[src/rtl/recon_pkg.sv]
// recon_pkg: shared types and defaults for the reconvergent-stage feeder.
// Holds VEC_W, RECON_LAT and the {a,b,c,d,e} operand struct.
package recon_pkg;

  localparam int VEC_W     = 5;
  localparam int RECON_LAT = 2;

  typedef struct packed {
    logic a;
    logic b;
    logic c;
    logic d;
    logic e;
  } recon_vec_t;

endpackage

[src/rtl/recon_fifo.sv]
// recon_fifo: plain sync FIFO, no handshake (caller gates push/pop).
// Ports: clk, rst, push, din, pop, head, count.
module recon_fifo #(
  parameter int DEPTH = 4,
  parameter int W     = 5
) (
  input  logic                       clk,
  input  logic                       rst,
  input  logic                       push,
  input  logic [W-1:0]               din,
  input  logic                       pop,
  output logic [W-1:0]               head,
  output logic [$clog2(DEPTH+1)-1:0] count
);

  localparam int AW = $clog2(DEPTH);
  localparam int CW = $clog2(DEPTH+1);

  logic [W-1:0]  mem [DEPTH];
  logic [AW-1:0] wptr;
  logic [AW-1:0] rptr;

  assign head = mem[rptr];

  always_ff @(posedge clk) begin
    if (push) mem[wptr] <= din;
  end

  // Power-of-two depth: pointers wrap naturally.
  always_ff @(posedge clk or posedge rst) begin
    if (rst) begin
      wptr  <= '0;
      rptr  <= '0;
      count <= '0;
    end else begin
      if (push) wptr <= wptr + AW'(1);
      if (pop)  rptr <= rptr + AW'(1);
      unique case (1'b1)
        push && !pop: count <= count + CW'(1);
        pop && !push: count <= count - CW'(1);
        default:      count <= count;
      endcase
    end
  end

endmodule

[src/rtl/recon_feeder.sv]
// recon_feeder: buffers operand vectors, issues them on a..e, tags results.
// Ports: in_* handshake, issue_en, a..e, x_in, out_*, count, res_cnt.
// RECON_FEEDER_HOLD_EN: a..e hold last issue instead of returning to 0.
module recon_feeder
  import recon_pkg::*;
#(
  parameter int DEPTH = 4,
  parameter int LAT   = RECON_LAT,
  parameter int CNT_W = 16
) (
  input  logic                       clk,
  input  logic                       rst,
  input  logic                       in_valid,
  output logic                       in_ready,
  input  logic [VEC_W-1:0]           in_vec,
  input  logic                       issue_en,
  output logic                       a,
  output logic                       b,
  output logic                       c,
  output logic                       d,
  output logic                       e,
  input  logic                       x_in,
  output logic                       out_valid,
  output logic                       out_data,
  output logic [$clog2(DEPTH+1)-1:0] count,
  output logic [CNT_W-1:0]           res_cnt
);

  localparam int CW = $clog2(DEPTH+1);

  logic       push;
  logic       pop;
  recon_vec_t head;
  recon_vec_t opnd;
  logic [LAT-1:0] issue_v;

  assign in_ready = (count != CW'(DEPTH));
  assign push     = in_valid && in_ready;
  assign pop      = issue_en && (count != '0);

  recon_fifo #(
    .DEPTH (DEPTH),
    .W     (VEC_W)
  ) u_fifo (
    .clk   (clk),
    .rst   (rst),
    .push  (push),
    .din   (in_vec),
    .pop   (pop),
    .head  (head),
    .count (count)
  );

  always_ff @(posedge clk or posedge rst) begin
    if (rst) begin
      opnd <= '0;
`ifdef RECON_FEEDER_HOLD_EN
    end else if (pop) begin
      opnd <= head;
`else
    end else begin
      opnd <= pop ? head : '0;
`endif
    end
  end

  assign {a, b, c, d, e} = opnd;

  // issue_v[0] marks the edge a..e change; out_valid is the register
  // aligned with the stage's output register, LAT edges after issue.
  always_ff @(posedge clk or posedge rst) begin
    if (rst) begin
      issue_v   <= '0;
      out_valid <= 1'b0;
    end else begin
      issue_v[0] <= pop;
      for (int i = 1; i < LAT; i++) issue_v[i] <= issue_v[i-1];
      out_valid <= issue_v[LAT-1];
    end
  end

  assign out_data = x_in;

  always_ff @(posedge clk or posedge rst) begin
    if (rst) begin
      res_cnt <= '0;
    end else if (out_valid && (res_cnt != '1)) begin
      res_cnt <= res_cnt + CNT_W'(1);
    end
  end

endmodule

[config.mk]
export PLATFORM = sky130hd
export DESIGN_NAME = recon_feeder
export DESIGN_NICKNAME = d
export VERILOG_FILES = /design/src/rtl/recon_pkg.sv /design/src/rtl/recon_fifo.sv /design/src/rtl/recon_feeder.sv
export SDC_FILE = /design/constraint.sdc
export NUM_CORES = 1
export LEC_CHECK = 0
export BUFFER_PORTS_ARGS = -buffer_cell sky130_fd_sc_hd__buf_2
export CORE_MARGIN = 4
export CORE_UTILIZATION = 35
export DETAILED_ROUTE_END_ITERATION = 8
export GPL_ROUTABILITY_DRIVEN = 0
export PLACE_DENSITY_LB_ADDON = 0.15
export SLEW_MARGIN = 40
export SYNTH_ARGS = -nofsm -noshare
export SYNTH_HDL_FRONTEND = slang
export SYNTH_SLANG_ARGS = --single-unit
[constraint.sdc]
create_clock -name clk -period 5.9 [get_ports clk]
set_input_delay 0.295 -clock clk [delete_from_list [all_inputs] [get_ports clk]]
set_output_delay 0.295 -clock clk [all_outputs]
set_load 0.01 [all_outputs]
### After elaboration in Yosys (flattened, before gate mapping)

Memories as Yosys holds them, arrays and structs flattened.
Index checks and enable logic that the tools add are counted.

* input port bits: 10
* word-level logic and storage cells: 32
* memory bits (writable): 20
* output and inout port bits: 27
* flip-flop bits (word level): 31
* memories kept: 1

Memory list
* u_fifo.mem: words 4, width 5, read ports 1, clocked after Yosys merged registers in 0, wr ports 1, RTL line recon_fifo.sv:19 `logic [W-1:0] mem [DEPTH];`

* mux-type cells: 4
* add/subtract/negate cells: 5
* equal/unequal tests: 2
* reduce and logical (&&, ||, !) cells: 9

Operators with widths (count)
* adder 16 x 1 -> 16 bit (second input constant): 1
* inequality test 16 bit (second input constant): 1
* case mux 3 bit (2 select lines): 1
* logical AND 1 bit: 5
* two-way mux 5 bit: 1
* adder 2 x 1 -> 2 bit (second input constant): 2
* adder 3 x 1 -> 3 bit (second input constant): 1
* inequality test 3 bit (second input constant): 1
* nonzero test 3 bit: 1
* subtractor 3 x 1 -> 3 bit (second input constant): 1
* zero test 1 bit: 2
* two-way mux 1 bit: 2
* nonzero test 2 bit: 1

### Longest topological paths before layout

Gate-level depths: netlist of the first run.

* depth in word-level cells: 5
* mapped depth: 10

### By module

From an unflattened synthesis of the first run, not the netlist that was laid out.

* cell total of the unflattened synthesis: 149
* area, all modules: 2183.3 um^2

By module, submodules not included
* recon_fifo: cells an instance 59, area each 1106.1 um^2, times used 1
* recon_feeder: cells an instance 90, area each 1077.3 um^2, times used 1

### Least setup slack after synthesis of the first run

Ideal clock, no wire load.

* kind: register to register
* from: reg u_fifo.count[0]
* to: reg u_fifo.count[2]
* data required time: 5821 ps
* library setup time: 79 ps
* data arrival time: 1972 ps
* slack: 3849 ps
* path buffers: 0
* stages on the path, launching flop included: 11
* cell sequence: dfrtp_1 inv_1 nand3_1 and2_1 inv_1 ha_1 inv_1 fa_1 xor2_1 nor2_1 xor2_1

* cells in the longest elaborated chain, start to end: 5
* elaborated cells between the ends (all ways): 12
* classes of those cells: 2 x add/sub; 1 x eq/ne; 1 x mux; 8 x reduce/logical

Ends and longest elaborated chain
* from (decl): RTL line recon_fifo.sv:13 `output logic [$clog2(DEPTH+1)-1:0] count`
* from (signal assigned): RTL line recon_fifo.sv:39 `push && !pop: count <= count + CW'(1);`
* from (signal assigned): RTL line recon_fifo.sv:40 `pop && !push: count <= count - CW'(1);`
* from (signal assigned): RTL line recon_fifo.sv:41 `default: count <= count;`
* inequality test 3 bit (*): RTL line recon_feeder.sv:37 `assign in_ready = (count != CW'(DEPTH));`
* net in_ready: RTL line recon_feeder.sv:14 `output logic in_ready,`
* logical AND 1 bit (*): RTL line recon_feeder.sv:38 `assign push = in_valid && in_ready;`
* zero test 1 bit: RTL line recon_fifo.sv:40
* logical AND 1 bit: RTL line recon_fifo.sv:40
* case mux 3 bit (2 select lines) / nonzero test 2 bit (equally long branches)

Mark *: on every way through the listed nets, which the timed path passes. The rest lies on a longest branch.
A chain may end at the register's enable or synchronous reset.

### Final worst setup path of the first run

* from: reg u_fifo.count[0]
* to: reg u_fifo.count[2]

* cells in the longest elaborated chain, start to end: 5
* elaborated cells between the ends (all ways): 12
* classes of those cells: 2 x add/sub; 1 x eq/ne; 1 x mux; 8 x reduce/logical

Ends and longest elaborated chain
* parallel branches: the longest is 5 deep, another holds subtractor 3 x 1 -> 3 bit

Parallel ways; which one is timed is not known.

==> results of run 1 <==
[sequential cells by signal, indices dropped and copies added, names as in the netlist]
name,cells
u_fifo.count,3
res_cnt,16
u_fifo.wptr,2
issue_v,2
e,1
out_valid,1
a,1
u_fifo.rptr,2
u_fifo.mem,20
b,1
d,1
c,1
[critical path: cells and delay by family, from the launching register on]
kind / cells / cell delay (ns)
xor gates and xnor gates: 2 / 0.32
DFF: 1 / 0.43
and+or+nand+nor: 3 / 0.54
adders and majority gates: 2 / 0.56
buffers and inverters: 3 / 0.26
[synth_stat cells (all sizes together), types with 2 or more instances]
master,number,share of area
xor2,8,0.032
edfxtp,20,0.27
nand4,6,0.033
nand3,6,0.014
and4,4,0.019
dfrtp,31,0.35
and3,8,0.024
ha,6,0.034
mux2,4,0.020
nor2,6,0.010
inv,7,0.012
a21oi,2,0.0045
and2,8,0.023
xnor2,7,0.028
o21ai,3,0.0068
nor3,4,0.018
mux4,5,0.051
buf,2,0.0057
nand2,8,0.014
[cell type report]
type | instances | area, µm²
well taps | 75 | 93.8
repair buffers | 35 | 178
inverters | 7 | 26.3
multi-input cells | 91 | 793
clock buffers | 6 | 72.6
clock inverters | 2 | 12.5
flip-flops and latches | 51 | 1380
fillers | 576 | 3470
[worst paths after layout]
kind	slack [ns]	from	to
worst max-delay path	3.71	u_fifo.count[0]$_DFFE_PP0P_	u_fifo.count[2]$_DFFE_PP0P_
worst min-delay path	0.06	rst	res_cnt[0]$_DFFE_PP0P_
worst max register to register	3.71	u_fifo.count[0]$_DFFE_PP0P_	u_fifo.count[2]$_DFFE_PP0P_
worst min register to register	0.36	issue_v[0]$_DFF_PP0_	issue_v[1]$_DFF_PP0_
max in group asynchronous	5.54	rst	e$_DFF_PP0_
min in group clk	0.21	in_vec[2]	u_fifo.mem[2][2]$_DFFE_PP_
[power by group through the flow]
stage                     Clock (W)  Sequential [W]  Combinational (W)
after CTS                  0.000198        0.000545           0.000315
final                      0.000192        0.000541           0.000308
after global placement            0        0.000544           0.000302
after detailed placement          0        0.000552           0.000315
after global routing       0.000215        0.000557           0.000347
after floorplan                   0        0.000542           0.000207
[kinds of logic (layout without fill, tap and decap cells)]
kind of cell             after synthesis  count (layout)  share of synthesized area
adder cells (fa/ha/maj)                7               7                     0.0430
buffers and inverters                 10              50                     0.0192
AND/OR/NAND/NOR                       52              52                      0.163
flip-flops                            51              51                      0.622
multiplexers                           9               9                     0.0713
AO/OA/AOI/OAI                          8               8                     0.0215
XOR/XNOR                              15              15                     0.0594
[layer usage]
metal	GRT usage	wire, µm
met5	0	0
met4	0.0474	68
met3	0.0426	235
met2	0.182	1940
met1	0.142	1700
[through the flow]
stage	total power [W]	hold slack (ns)	instances
floorplan	0.000749	0.331	152
finish	0.00104	0.0607	267
detailed placement	0.000866	0.342	259
CTS	0.00106	0.0787	267
global route	0.00112	0.100	267
global placement	0.000846	0.346	259
==> flow_summary.yaml, run 1 <==
run_status:
  status: "completed"
sta:
  hold_viol: 0
  tightest_slew_ns: 0.423
  drv_slew: 0
  setup-tns-final_ns: 0
  relSlewSlack: 0.718
  rsz0062_at_grt: "false"
  max_clock_freq_mhz: 457
  clock_skew_ns: 0.00645
  timing.final.crit_period_ns: 2.19
  finalWorstSetupSlack_ns: 3.71
  fin_crit_sh: 0.371
  setup_violations: 0
setup_path:
  slowest_stage: "dfrtp_1"
  crit_path_max_incr_delay_ns: 0.43
  cp_cell_sequence: "inv_1, nand3_1, and2_1, inv_1, ha_1, inv_1, fa_1, xor2_1, nor2_1, xor2_1"
  cp-start-kind: "flop"
  worstPathRequired_ns: 6.12
  worst_setup_path_end_kind: "flop"
  critical_path_peak_fanout: 6
  worstRegToRegCells: 10
  crit_top_cell: "inv_1"
  crit_arrival_ns: 2.41
  path_class: "reg -> reg"
pwr:
  p_sw_frac: 0.326
  p_comb_frac: 0.296
  p_leak_nw: 1.16
  seqPwrFrac: 0.520
  p_sw_w: 0.000339
  internal_power_w: 0.000702
  irDropWorstVdd_mv: 0.197
  clkPwrFrac: 0.184
  cellPowerDensity_mw_per_mm2: 408
cells_and_area:
  areaGrowthSynthToFinish_pct: 15.4
  final_common_cell: "buf_2"
  antennaDiodeCount: 0
  final_cell_mix: "34 x buf_2, 31 x dfrtp_1, 20 x edfxtp_1, 8 x nand2_1, 8 x xor2_1"
  drive_above_1_share: 0.333
  design_area_mm2: 0.00255
  postLayoutCoreUtil: 0.424
  nets: 208
yosys:
  syn_nets: 169
  synth_seq_cells: 51
  yosysSeqAreaShare: 0.622
  ys_warn_count: 0
  post_synth_num_cell_types: 34
  synth-async-reset-ratio: 0.608
  syn_area_mm2: 0.00221
  synth-main-ff-cell: "dfrtp_1"
  synth_area_per_cell_um2: 14.6
  synth-edff-count: 20
  syn_inst: 152
clock_network:
  cts_sinks: 51
  htree_levels: 2
  cts_tree: "yes"
  cts-resized-gates: 0
  cts_hold_buf: 0
  clock-root-buffer: "clkbuf_8"
  cts_max_path_buffers: 2
  path_clk_slew_ns: 0.09
  cts-buffers-inserted: 5
  postCtsSetupBuffers: 0
  worstSkewPairLatency_ns: 0.30
hold_path:
  hp-class: "in -> async"
grt:
  grt_pass1_vias: 1411
  grt_pass1_wl_um: 6690
  grt_max_degree: 32
  antenna_found_initial: 0
  grt_util_all_layers: 0.115
  gr-total-overflow: 0
placement:
  portBuffers: 34
  hpwl_um: 2930
  place_area_mm2: 0.00247
  dp_slack_ns: 3.75
routing:
  avgViaCountPerCell: 4.93
  drtAntennaViolNets: 0
  routed_wl_um: 3940
  drtIter0Drc: 62
  wire_per_inst_um: 14.8
  drc: 0
  vias: 1317
  drt_pre_antenna_iters: 6
floorplan:
  fp.dieArea_mm2: 0.00766
  ioPinCount: 37
  start_util: 0.367
  core_area_mm2: 0.00603
  die_h_um: 87.5
  die_w_um: 87.5
  rows: 28
run:
  drv_cap: 0
Power figures use the tool's default switching activity.
==> run 2: changes to the inputs <==
- clock period: 5.9 -> 1.9 ns (I/O delays scaled with it)
==> flow_summary.yaml, run 2 (synthesized netlist as in run 1, its figures left out) <==
cells_and_area:
  reg.largest.list: "u_fifo.mem x20, res_cnt x16, u_fifo.count x3"
  largest_register_ffs: 20
  antennaDiodeCount: 0
  final_cells: 280
  design_area_mm2: 0.00271
  drive_above_1_share: 0.405
  top_register: "u_fifo.mem"
  final_common_cell: "buf_2"
  areaGrowthSynthToFinish_pct: 22.5
  nets: 221
  final_cell_mix: "34 x buf_2, 30 x dfrtp_1, 20 x edfxtp_1, 12 x buf_4"
floorplan:
  start_util: 0.367
  die_h_um: 87.5
  fp.dieArea_mm2: 0.00766
  ioPinCount: 37
  rows: 28
  die_w_um: 87.5
  core_area_mm2: 0.00603
sta:
  setup_violations: 0
  relSlewSlack: 0.717
  drv_slew: 0
  fin_crit_sh: 0.988
  max_clock_freq_mhz: 533
  timing.final.crit_period_ns: 1.88
  hold_slack_ns: 0.0167
  setup-tns-final_ns: 0
  clock_skew_ns: 0.00300
  tightest_slew_ns: 0.424
  hold_viol: 0
  rsz0062_at_grt: "true"
  finalWorstSetupSlack_ns: 0.0228
clock_network:
  cts-buffers-inserted: 5
  htree_levels: 2
  cts_tree: "yes"
  worstSkewPairLatency_ns: 0.29
  cts_max_path_buffers: 2
  clock-root-buffer: "clkbuf_8"
  cts_sinks: 51
  path_clk_slew_ns: 0.08
pwr:
  cellPowerDensity_mw_per_mm2: 1310
  p_sw_w: 0.00109
  p_comb_frac: 0.327
  p_leak_nw: 1.23
  irDropWorstVdd_mv: 0.767
  clkPwrFrac: 0.202
  p_sw_frac: 0.307
  seqPwrFrac: 0.472
  internal_power_w: 0.00246
routing:
  wire_per_inst_um: 14.9
  drt_pre_antenna_iters: 4
  drc: 0
  vias: 1333
  drtAntennaViolNets: 0
  avgViaCountPerCell: 4.76
  drtIter0Drc: 48
  routed_wl_um: 4170
placement:
  hpwl_um: 3050
  dp_cells: 261
  portBuffers: 34
  place_area_mm2: 0.00250
  dp_slack_ns: -0.0754
run_status:
  status: "completed"
grt:
  grt_util_all_layers: 0.122
  antenna_found_initial: 0
  grt_pass1_vias: 1414
  grt_max_degree: 32
  grt_pass1_wl_um: 7070
  gr-total-overflow: 0
setup_path:
  cp-endpoint: "u_fifo.count[2]$_DFFE_PP0P_"
  r2r-end: "u_fifo.count[2]$_DFFE_PP0P_"
  cp_top_family: "adder cells"
  cp.buffers_inverters: 3
  path_depth: 10
  reg2reg_slack_ns: 0.02
  crit_path_max_incr_delay_ns: 0.41
  crit_arrival_ns: 2.09
  cp_cell_sequence: "inv_2, nand3_4, and2_4, inv_4, ha_4, inv_2, fa_2, xor2_1, nor2_1, xor2_1"
  critical_path_peak_fanout: 4
  timing.rr.start: "u_fifo.count[0]$_DFFE_PP0P_"
  worstPathRequired_ns: 2.11
  worst_setup_path_end_kind: "flop"
  worstRegToRegCells: 10
  slowest_stage: "dfrtp_1"
  crit_start: "u_fifo.count[0]$_DFFE_PP0P_"
  cp-start-kind: "flop"
  path_class: "reg -> reg"
run:
  drv_cap: 0
hold_path:
  hp-class: "in -> reg"
run 2: final cells by class:
type	count	area, µm²
fillers	562	3320
flip-flops and latches	51	1380
multi-input cells	91	823
repair buffers	48	280
well taps	75	93.8
clock buffers	7	76.3
clock inverters	1	30.0
inverters	7	28.8
run 2: routing by layer:
metal / vias up / part of all wire / track usage
met5: - / 0 / 0
met4: 0 / 0.011 / 0.0488
li1: 646 / - / -
met2: 27 / 0.49 / 0.192
met1: 656 / 0.45 / 0.160
met3: 4 / 0.045 / 0.0350
run 2: how the worst min path moves through the flow:
stage | start | endpoint | slack (ns) | depth (start not counted)
floorplan | in_vec[0] | u_fifo.mem[0][0]$_DFFE_PP_ | 0.19 | 0
global placement | x_in | out_data | 0.19 | 0
detailed placement | x_in | out_data | 0.19 | 0
CTS | in_vec[0] | u_fifo.mem[2][0]$_DFFE_PP_ | 0.005 | 1
global route | in_vec[2] | u_fifo.mem[1][2]$_DFFE_PP_ | 0.002 | 1
finish | in_vec[0] | u_fifo.mem[2][0]$_DFFE_PP_ | 0.02 | 1
run 2: repair_timing:
| action | 4_1_cts | 5_1_grt |
|---|---|---|
| endpoints found under the setup margin | 1 | 1 |
| setup buffers | 4 | 5 |
| hold endpoints to repair | 35 | 0 |
| resized for setup | 1 | 4 |
| pin swaps | 2 | 4 |
| hold buffers | 2 | 0 |
run 2: metrics by stage:
step / util / total power (W)
floorplan: - / 0.00237
global placement: 0.415 / 0.00268
detailed placement: 0.415 / 0.00274
CTS: 0.441 / 0.00354
global route: 0.450 / 0.00382
finish: 0.450 / 0.00355
run 2: power groups by stage:
stage	Combinational, W	Clock (W)	Sequential, W
2_1_floorplan	0.000674	0	0.00169
3_3_place_gp	0.000984	0	0.00169
3_5_place_dp	0.00102	0	0.00172
4_1_cts	0.00110	0.000752	0.00168
5_1_grt	0.00130	0.000790	0.00173
6_report	0.00116	0.000716	0.00168
==> run 3: changes to the inputs <==
- CTS_BUF_LIST: unset -> sky130_fd_sc_hd__clkbuf_2 sky130_fd_sc_hd__clkbuf_4 sky130_fd_sc_hd__clkbuf_8
==> flow_summary.yaml, run 3 (synthesized netlist as in run 1, its figures left out) <==
floorplan:
  core_area_mm2: 0.00603
  start_util: 0.367
  rows: 28
  ioPinCount: 37
  die_w_um: 87.5
  die_h_um: 87.5
  fp.dieArea_mm2: 0.00766
hold_path:
  min_path_cells: 1
  hold-path-endpoint: "u_fifo.mem[2][0]$_DFFE_PP_"
  hp-class: "in -> reg"
  worstHoldStart: "in_vec[0]"
clock_network:
  worstSkewPairLatency_ns: 0.29
  path_clk_slew_ns: 0.09
  htree_levels: 2
  cts-buffers-inserted: 5
  clock-root-buffer: "clkbuf_8"
  cts_max_path_buffers: 2
  cts_sinks: 51
  cts_tree: "yes"
grt:
  grt_pass1_wl_um: 7070
  grt_pass1_vias: 1416
  grt_util_all_layers: 0.122
  antenna_found_initial: 0
  grt_max_degree: 32
  gr-total-overflow: 0
cells_and_area:
  final_cells: 280
  reg.largest.list: "u_fifo.mem x20, res_cnt x16, u_fifo.count x3"
  drive_above_1_share: 0.415
  final_cell_mix: "34 x buf_2, 30 x dfrtp_1, 20 x edfxtp_1, 12 x buf_4"
  nets: 221
  top_register: "u_fifo.mem"
  largest_register_ffs: 20
  design_area_mm2: 0.00272
  areaGrowthSynthToFinish_pct: 22.9
  final_common_cell: "buf_2"
  antennaDiodeCount: 0
run_status:
  status: "completed"
routing:
  drtAntennaViolNets: 0
  avgViaCountPerCell: 4.75
  vias: 1330
  wire_per_inst_um: 15.0
  drc: 0
  routed_wl_um: 4190
  drt_pre_antenna_iters: 4
  drtIter0Drc: 56
sta:
  drv_slew: 0
  setup_violations: 0
  relSlewSlack: 0.716
  hold_viol: 0
  timing.final.crit_period_ns: 1.88
  tightest_slew_ns: 0.427
  hold_slack_ns: 0.0195
  clock_skew_ns: 0.00380
  fin_crit_sh: 0.989
  rsz0062_at_grt: "true"
  max_clock_freq_mhz: 532
placement:
  dp_cells: 261
  place_area_mm2: 0.00250
  portBuffers: 34
  hpwl_um: 3050
setup_path:
  crit_arrival_ns: 2.09
  r2r-end: "u_fifo.count[2]$_DFFE_PP0P_"
  worstPathRequired_ns: 2.11
  cp.buffers_inverters: 3
  timing.rr.start: "u_fifo.count[0]$_DFFE_PP0P_"
  worst_setup_path_end_kind: "flop"
  crit_path_max_incr_delay_ns: 0.41
  critical_path_peak_fanout: 4
  slowest_stage: "dfrtp_1"
  path_class: "reg -> reg"
  cp_cell_sequence: "inv_2, nand3_4, and2_4, inv_4, ha_4, inv_2, fa_2, xor2_1, nor2_1, xor2_1"
  worstRegToRegCells: 10
  reg2reg_slack_ns: 0.02
  cp_top_family: "adder cells"
  cp-start-kind: "flop"
run:
  drv_cap: 0
pwr:
  p_leak_nw: 1.24
  total_power_w: 0.00358
  irDropWorstVdd_mv: 0.773
  cellPowerDensity_mw_per_mm2: 1320
==> run 3: layout make-up <==
type / count / area, µm²
fill: 562 / 3310
clock buffer: 7 / 83.8
tap: 75 / 93.8
sequential: 51 / 1380
clock inverter: 1 / 30.0
timing repair buffer: 48 / 280
multi-input combinational: 91 / 823
inverter: 7 / 28.8
==> run 3: repair_timing <==
item / 4_1_cts / 5_1_grt
pin swaps: 2 / 4
setup buffers: 4 / 5
gates resized for setup: 1 / 4
hold buffers: 2 / 0
endpoints found under the hold margin: 35 / 0
endpoints found under the setup margin: 1 / 1
==> run 3: worst max-delay path by stage <==
stage / from / slack (ns) / to / cells after the start
floorplan: u_fifo.count[0]$_DFFE_PP0P_ / 0.04 / u_fifo.count[2]$_DFFE_PP0P_ / 10
global placement: u_fifo.count[0]$_DFFE_PP0P_ / 0.08 / u_fifo.count[2]$_DFFE_PP0P_ / 10
detailed placement: u_fifo.count[0]$_DFFE_PP0P_ / -0.08 / u_fifo.count[2]$_DFFE_PP0P_ / 10
CTS: u_fifo.count[0]$_DFFE_PP0P_ / 0.01 / u_fifo.count[2]$_DFFE_PP0P_ / 10
global route: u_fifo.count[0]$_DFFE_PP0P_ / -0.10 / u_fifo.count[2]$_DFFE_PP0P_ / 10
finish: u_fifo.count[0]$_DFFE_PP0P_ / 0.02 / u_fifo.count[2]$_DFFE_PP0P_ / 10
==> run 3: per-layer routing <==
layer,vias up,global-route usage,part of all wire
met3,4,0.0350,0.044
met2,28,0.192,0.49
met4,0,0.0488,0.011
met1,653,0.160,0.46
met5,-,0,0
li1,645,-,-
==> run 3: where the power goes <==
part	switching (W)	internal [W]	total, W
clock	0.000324	0.000423	0.000746
combinational	0.000538	0.000621	0.00116
sequential	0.000229	0.00145	0.00168
total	0.00109	0.00249	0.00358
==> run 3: per-stage QoR <==
stage | util | worst slack [ns] | TNS, ns
finish | 0.451 | 0.0210 | 0
global route | 0.451 | -0.103 | -0.111
CTS | 0.443 | 0.0142 | 0
detailed placement | 0.415 | -0.0754 | -0.0754
global placement | 0.415 | 0.0776 | 0
floorplan | - | 0.0367 | 0
